==> src/rtl/fetch_unit.sv <==
// rtl/fetch_unit.sv - instruction-fetch sequencer with redirect, halt/drain and delivery counter
//
// Ports:
//   i_clk, i_rst_n                 clock, asynchronous active-low reset
//   o_mem_req/i_mem_gnt/o_mem_addr instruction memory request (byte address = pc[AW-1:0])
//   i_mem_rvalid/i_mem_rdata       in-order response, one per granted request
//   o_insn_valid/i_insn_ready      decoder handshake; o_insn, o_insn_pc held while valid
//   i_redirect/i_redirect_pc       one-cycle PC load, target aligned to INSN_BYTES
//   i_halt/o_halted                sticky stop; o_halted once nothing is outstanding
//   o_count                        instructions accepted by the decoder
module fetch_unit #(
  parameter int              XLEN       = 64,
  parameter int              AW         = 14,
  parameter int              IW         = 32,
  parameter int              INSN_BYTES = 4,
  parameter logic [XLEN-1:0] RESET_PC   = '0,
  parameter int              CNT_W      = 32
) (
  input  logic             i_clk,
  input  logic             i_rst_n,
  output logic             o_mem_req,
  input  logic             i_mem_gnt,
  output logic [AW-1:0]    o_mem_addr,
  input  logic             i_mem_rvalid,
  input  logic [IW-1:0]    i_mem_rdata,
  output logic             o_insn_valid,
  input  logic             i_insn_ready,
  output logic [IW-1:0]    o_insn,
  output logic [XLEN-1:0]  o_insn_pc,
  input  logic             i_redirect,
  input  logic [XLEN-1:0]  i_redirect_pc,
  input  logic             i_halt,
  output logic             o_halted,
  output logic [CNT_W-1:0] o_count
);

  typedef enum logic [2:0] {
    S_REQ    = 3'd0,
    S_WAIT   = 3'd1,
    S_HOLD   = 3'd2,
    S_DRAIN  = 3'd3,
    S_HALTED = 3'd4
  } state_t;

  localparam logic [XLEN-1:0] ALIGN_MASK = ~(XLEN'(INSN_BYTES - 1));
  localparam logic [XLEN-1:0] PC_STEP    = XLEN'(INSN_BYTES);

  state_t          state, state_n;
  logic [XLEN-1:0] pc, pc_n;
  logic [XLEN-1:0] fetch_pc;
  logic            discard, discard_n;
  logic            grant;    // request accepted this cycle: capture the fetch address
  logic            deliver;  // response latched into the decoder-facing registers
  logic            take;     // decoder handshake that counts
  logic            drop;     // held instruction withdrawn (redirect/halt)
  logic [XLEN-1:0] target;

  assign target     = i_redirect_pc & ALIGN_MASK;
  // State resets to REQ, so the request is gated while reset is asserted.
  assign o_mem_req  = (state == S_REQ) && i_rst_n;
  assign o_mem_addr = pc[AW-1:0];
  assign o_halted   = (state == S_HALTED);

  always_ff @(posedge i_clk or negedge i_rst_n) begin
    if (!i_rst_n) state <= S_REQ;
    else          state <= state_n;
  end

  // Halt outranks redirect, redirect outranks normal progress.
  always_comb begin
    state_n   = state;
    pc_n      = pc;
    discard_n = discard;
    grant     = 1'b0;
    deliver   = 1'b0;
    take      = 1'b0;
    drop      = 1'b0;
    case (state)
      S_REQ: begin
        grant = i_mem_gnt;
        if (i_mem_gnt) pc_n = pc + PC_STEP;
        if (i_halt) begin
          state_n = i_mem_gnt ? S_DRAIN : S_HALTED;
        end else if (i_redirect) begin
          pc_n = target;
          if (i_mem_gnt) begin
            // Request already left; its response must be thrown away.
            discard_n = 1'b1;
            state_n   = S_WAIT;
          end
        end else if (i_mem_gnt) begin
          state_n = S_WAIT;
        end
      end
      S_WAIT: begin
        if (i_halt) begin
          state_n = i_mem_rvalid ? S_HALTED : S_DRAIN;
        end else if (i_redirect) begin
          pc_n = target;
          if (i_mem_rvalid) begin
            discard_n = 1'b0;
            state_n   = S_REQ;
          end else begin
            discard_n = 1'b1;
          end
        end else if (i_mem_rvalid) begin
          if (discard) begin
            discard_n = 1'b0;
            state_n   = S_REQ;
          end else begin
            deliver = 1'b1;
            state_n = S_HOLD;
          end
        end
      end
      S_HOLD: begin
        if (i_halt) begin
          drop    = 1'b1;
          state_n = S_HALTED;
        end else if (i_redirect) begin
          pc_n    = target;
          drop    = 1'b1;
          state_n = S_REQ;
        end else if (i_insn_ready) begin
          take    = 1'b1;
          state_n = S_REQ;
        end
      end
      S_DRAIN: begin
        if (i_mem_rvalid) begin
          discard_n = 1'b0;
          state_n   = S_HALTED;
        end
      end
      S_HALTED: begin
        state_n = S_HALTED;
      end
      default: begin
        state_n = S_REQ;
      end
    endcase
  end

  always_ff @(posedge i_clk or negedge i_rst_n) begin
    if (!i_rst_n) begin
      pc           <= RESET_PC;
      fetch_pc     <= '0;
      discard      <= 1'b0;
      o_insn_valid <= 1'b0;
      o_insn       <= '0;
      o_insn_pc    <= '0;
      o_count      <= '0;
    end else begin
      pc      <= pc_n;
      discard <= discard_n;
      if (grant) fetch_pc <= pc;
      if (deliver) begin
        o_insn       <= i_mem_rdata;
        o_insn_pc    <= fetch_pc;
        o_insn_valid <= 1'b1;
      end else if (take || drop) begin
        o_insn_valid <= 1'b0;
      end
      if (take) o_count <= o_count + CNT_W'(1);
    end
  end

endmodule

==> config.mk <==
export PLATFORM = sky130hd
export DESIGN_NAME = fetch_unit
export DESIGN_NICKNAME = d
export VERILOG_FILES = /design/src/rtl/fetch_unit.sv
export SDC_FILE = /design/constraint.sdc
export NUM_CORES = 1
export LEC_CHECK = 0
export CORE_UTILIZATION = 30
export DETAILED_ROUTE_END_ITERATION = 16
export GPL_TIMING_DRIVEN = 0
export PLACE_DENSITY = 0.59
export REMOVE_ABC_BUFFERS = 1
export SYNTH_ARGS = -nofsm -noshare
export SYNTH_HDL_FRONTEND = slang
export SYNTH_SLANG_ARGS = --single-unit
==> constraint.sdc <==
create_clock -name i_clk -period 2.85 [get_ports i_clk]
set_clock_uncertainty 0.05 [all_clocks]
set_input_delay 0.57 -clock i_clk [delete_from_list [all_inputs] [get_ports i_clk]]
set_output_delay 0.57 -clock i_clk [all_outputs]
set_load 0.02 [all_outputs]
### Word level (Yosys, flattened, before mapping)

Index checks and enable logic that the tools add are counted.

| operators by class | value |
|---|---|
| add/subtract/negate cells | 2 |
| eq/ne operators | 14 |
| mux-type cells | 43 |
| reductions and logical operators | 10 |

Operators with widths:

| operator | count |
|---|---|
| 64-bit 2-to-1 mux | 5 |
| 64-bit case mux with 2 select lines | 1 |
| 64-bit by 3-bit adder with 64-bit output (second input constant) | 1 |
| 3-bit 2-to-1 mux | 12 |
| 32-bit by 1-bit adder with 32-bit output (second input constant) | 1 |
| 1-bit 2-to-1 mux | 22 |
| 3-bit case mux with 5 select lines | 1 |
| 2-bit inequality test (second input constant) | 6 |
| 3-bit by 2-bit == test with 1-bit output (second input constant) | 2 |
| 3-bit inequality test (second input constant) | 2 |
| 5-bit AND reduction | 1 |
| 4-bit inequality test (second input constant) | 1 |
| 4-bit AND reduction | 1 |
| 2-bit nonzero test | 2 |
| 3-bit by 1-bit == test with 1-bit output (second input constant) | 1 |
| 3-bit == test (second input constant) | 1 |
| 3-bit zero test | 1 |
| 1-bit case mux with 3 select lines | 1 |
| 3-bit AND reduction | 1 |
| 3-bit nonzero test | 1 |
| 2-bit 2-to-1 mux | 1 |
| 2-bit by 1-bit inequality test with 1-bit output (second input constant) | 1 |
| 2-bit OR reduction | 1 |
| 1-bit logical AND | 1 |
| 1-bit logical OR | 1 |

| word-level totals | value |
|---|---|
| register bits | 261 |
| input port bits | 103 |
| output and inout bits | 145 |
| word-level logic and storage cells | 77 |

### Longest topological paths before layout

| logic depth | value |
|---|---|
| depth in word-level cells | 7 |
| mapped depth | 8 |
| depth with buffers taken out | 6 |

### Worst setup path after synthesis

Ideal clock, no wire load.

| path | value |
|---|---|
| path type | input-to-reg |
| start point | input i_mem_gnt |
| end point | register pc[39] |
| setup time | 0.069 ns |
| arrival time | 2.397 ns |
| data required time | 2.731 ns |
| path slack | 0.333 ns |
| cell stages on the path | 7 |
| buffers on the path | 2 |
| cells stage by stage | buf_2 nand4_1 or2_2 clkbuf_1 or4_2 or3_1 nand3_1 |

| between the ends | value |
|---|---|
| longest elaborated chain between the ends | 4 |

RTL lines:

| item | line | RTL |
|---|---|---|
| start: declaration | 22 | `input logic i_mem_gnt,` |
| 64-bit 2-to-1 mux (*) | 81 | `if (i_mem_gnt) pc_n = pc + PC_STEP;` |
| 64-bit 2-to-1 mux | 84 | `end else if (i_redirect) begin` |
| 64-bit 2-to-1 mux (*) | 82 | `if (i_halt) begin` |
| 64-bit case mux with 2 select lines (*) | 78 | `case (state)` |
| end signal: assignment | 154 | `pc <= pc_n;` |
| end: declaration | 49 | `logic [XLEN-1:0] pc, pc_n;` |

Mark *: on every way between the ends. The rest lies on a longest branch, timed or not.
A chain may end at the register's enable or synchronous reset.

### Worst setup path in the final report

| path | value |
|---|---|
| start point | input i_redirect |
| end point | register pc[51] |

| between the ends | value |
|---|---|
| longest elaborated chain between the ends | 3 |
| elaborated cells on any way between the ends | 5 |
| classes of those cells | eq/ne: 1; mux: 3; reduce/logical: 1 |

RTL lines:

| item | line | RTL |
|---|---|---|
| start: declaration | 30 | `input logic i_redirect,` |
| 64-bit 2-to-1 mux | 84 |  |
| 64-bit 2-to-1 mux | 82 |  |
| 64-bit case mux with 2 select lines | 78 |  |

Parallel ways exist; a longest one is shown, timed or not.

==> flow_results.org <==
** Final layout
- Diode insertion count for antenna repair :: 0
- Counting the fill cells in the layout gives 3,836.
- The final layout contains 1,396 nets.
- From synthesis to final layout, the design area changed by 35.4%.
- In the final layout, the share of cells above drive strength 1 is 20.6%.

** Worst setup path
- Crit path buf inv count :: 1
- Setup slack on the worst reg-to-reg path comes out at 0.20 ns.
- Startpoint class of the critical path :: input port
- Maximum cell stage delay along the critical path :: 0.67 ns
- STA puts the critical path data required time at 3.25 ns.
- Data arrival, critical path :: 3.13 ns
- The signal on the critical path passes through clkdlybuf4s50_1, nand2b_2, maj3_1, or2_4, a221o_1, or3_1.
- STA classifies the critical path endpoint as a flip-flop.
- Of all nets on the critical path, the largest fanout is 45.
- The worst setup path is of the input port to flip-flop kind.
- CP max-delay cell :: clkdlybuf4s50_1
- The kind of cell with the highest combined delay along the critical path is simple AND/OR/NAND/NOR gates.

** Drt
- First-pass iteration count of the detailed router :: 7
- Total Wirelength :: 34,400 µm
- Vias post-DR :: 9,433
- Vias per cell :: 5.13
- The detail route stage leaves a number of antenna-violating nets equal to 0.
- 1st-iter DRT viols :: 497
- Wirelength per Cell :: 18.7 µm
- Detailed-route DRC error count :: 0

** Logic synthesis
- A synthesized cell averages 11.2 µm².
- Top cells by count, synth :: dfrtp_1, mux2_2, nand3_1
- Register bit total from synthesis :: 255
- Leading post-synthesis cells by cell area :: dfrtp_1, mux2_2, nand3_1
- Counting flops with a built-in enable in the synthesized netlist gives 0.
- Top-count cell post-synth :: dfrtp_1
- The synthesized design spends more area on one cell type than any other, namely dfrtp_1.
- Cell area after synthesis :: 12,100 µm²
- Top FF cell, synth :: dfrtp_1
- After synthesis, the largest area contributor takes up 52.9% of total cell area.
- Sequential elements use 52.9% of the synthesized area.
- The synthesized netlist contains 76 unique library cells.
- Post-Syn Instances :: 1,073
- Warning count from the yosys run :: 0
- Of all flip-flops after synthesis, the portion carrying an async set or reset was 100%.

** Floorplanning
- Starting density of the core :: 30.4%
- In this run the core area contains 73 standard-cell rows.
- The die is 202 µm wide.
- For this design the top-level I/O count stands at 248.
- Core Area :: 39,600 µm²
- The die covers 41,000 µm².
- The floorplan step set the die height to 202 µm.

** Placed design
- In this run the tool buffered the top-level ports with 241 buffer cells.
- OpenSTA, run right after detailed placement, puts the worst setup slack at -1.16 ns.
- Post-detailed-placement half-perimeter wirelength :: 23,900 µm
- At the end of routability-driven placement, the weighted congestion stood at 0.788.

** Run status
- The run finished, with violations left.
- Violated checks :: negative hold slack

** STA
- Setup slack of the critical path after layout :: 0.117 ns
- The total count of hold-check failures in the final report is 6.
- At the pin with the least slew margin, the transition time is 1.02 ns.
- WHS :: -0.0317 ns
- The final number of max-transition violations came to 0.
- Setup Viol. Count Final :: 0
- Setup repair after global routing could not meet its margin everywhere.
- Fin Setup TNS :: 0 ns
- Derived from the worst setup path, the maximum achievable clock frequency is 366 MHz.
- Max transition margin :: 31.7%
- In the finished design, the share of the clock period the worst path needs comes to 95.9%.
- The routed design could run at a clock period as short as 2.73 ns.

** CTS
- Master cell of the clock root buffer :: clkbuf_16
- H-Tree Depth :: 1
- Clock edge transition at the registers on the reported setup and hold paths :: 0.06 ns
- Number of CTS-inserted buffers :: 30
- Clock sinks :: 255
- TritonCTS built the clock tree.
- Number of buffers between clock root and the deepest sink :: 3
- Clock latency on the worst-skew pair, taken at its later pin, is 0.57 ns.

** Global routing
- The number of global-route vias before repair came to 9,339.
- In the global route stage, overall resource usage came out at 16.8%.
- The first global-routing pass estimated 54,600 µm of wire.
- The total overflow left after global routing is 0.
- Initial antenna violation count :: 1
- Entering global routing, the biggest net connects 112 pins.

** Run
- Across the run, the number of max-cap violations was 0.

** Power
- The worst-case IR drop observed on VDD is 0.000637 V.
- For this design the ratio of total power to cell area is 1050 nW/µm².
- In this run the static leakage power is 6.73 nW.

** Hold path
- HP Class :: input port to async pin
==> logic make-up after synthesis <==
| group | synth area share [%] |
|---|---|
| and+or+nand+nor | 16.2 |
| xor gates and xnor gates | 2.33 |
| buffers and inverters | 3.83 |
| muxes | 15.1 |
| AOI/OAI and AO/OA | 9.28 |
| DFF | 52.9 |
| adders and majority gates | 0.291 |
| other | 0.0311 |
==> layout by cell type (no fill, tap or decap), drive strengths merged, types with 7 or more instances in the layout <==
cell           instances
dfrtp                255
clkdlybuf4s50        238
mux2                 157
nand3                 59
nand2                 58
nor2                  46
nand4                 43
clkbuf                43
a21oi                 39
nor3                  33
o21ai                 28
buf                   25
xnor2                 23
and3                  23
nor4                  22
inv                   21
o22ai                 16
or4                   15
and4                  11
or3                   10
a22oi                 10
and2                  10
xor2                   9
a31oi                  8
a2bb2oi                7
clkinv                 7
o22a                   7
==> sequential cells by signal (all words and copies together), names as in the netlist <==
name          flops
o_insn_valid      1
o_insn_pc        62
state             3
o_count          32
discard           1
pc               62
o_insn           32
fetch_pc         62
==> power breakdown <==
group          switching [W]  internal [W]  leakage [nW]
sequential           0.00135       0.00501          3.13
clock                0.00154       0.00249         0.516
combinational        0.00347       0.00330          3.08
total                0.00636        0.0108          6.73
==> final cells by class <==
class	instances	area, µm²	share of cell area, %
sequential	255	6390	39.1
multi-input combinational	717	5350	32.8
timing repair buffer	266	2810	17.2
clock buffer	43	881	5.40
tap	525	657	4.03
clock inverter	11	155	0.951
inverter	21	78.8	0.483
==> through the flow <==
stage          instance area, µm²  std cells  util [%]  power, W
2_1_floorplan               11700        993         -    0.0101
3_3_place_gp                14800       1759      37.2    0.0128
3_5_place_dp                15100       1774      38.1    0.0131
4_1_cts                     16200       1833      40.9    0.0172
5_1_grt                     16300       1838      41.2    0.0183
6_report                    16300       1838      41.2    0.0172
==> worst paths after layout <==
kind                                          from                  endpoint  depth (start not counted)
max in group asynchronous                  i_rst_n  fetch_pc[22]$_DFFE_PN0P_                          3
setup / recovery                        i_redirect        pc[51]$_DFFE_PN0P_                          6
hold / removal                             i_rst_n        pc[45]$_DFFE_PN0P_                          2
setup reg to reg                pc[38]$_DFFE_PN0P_        pc[51]$_DFFE_PN0P_                          5
hold reg to reg            o_count[31]$_DFFE_PN0P_   o_count[31]$_DFFE_PN0P_                          1
min in group i_clk         o_count[31]$_DFFE_PN0P_   o_count[31]$_DFFE_PN0P_                          1
==> worst reg2reg max path: stages, from the launching register on <==
cell and delay (ns):
dfrtp_1 0.52, nand4_4 0.22, or4_1 0.60, or4b_4 0.60, and3_4 0.22, or3_1 0.33
==> layer usage <==
metal  vias up  wire length [µm]  global-route usage (%)
met5         -                12                       0
met4         2               538                    3.28
met3        43              2370                    4.29
met2       258             16300                    26.7
met1      4733             15200                    23.1
li1       4397                 -                       -
==> what timing repair did <==
item                                    4_1_cts  5_1_grt
hold buffers                                  2        0
pin swaps                                     1        0
gates resized for setup                       7       14
endpoints found under the setup margin       48       39
endpoints found under the hold margin        41        0
buffers inserted                              3        5
Note: power is estimated with default switching activity, not from simulation.
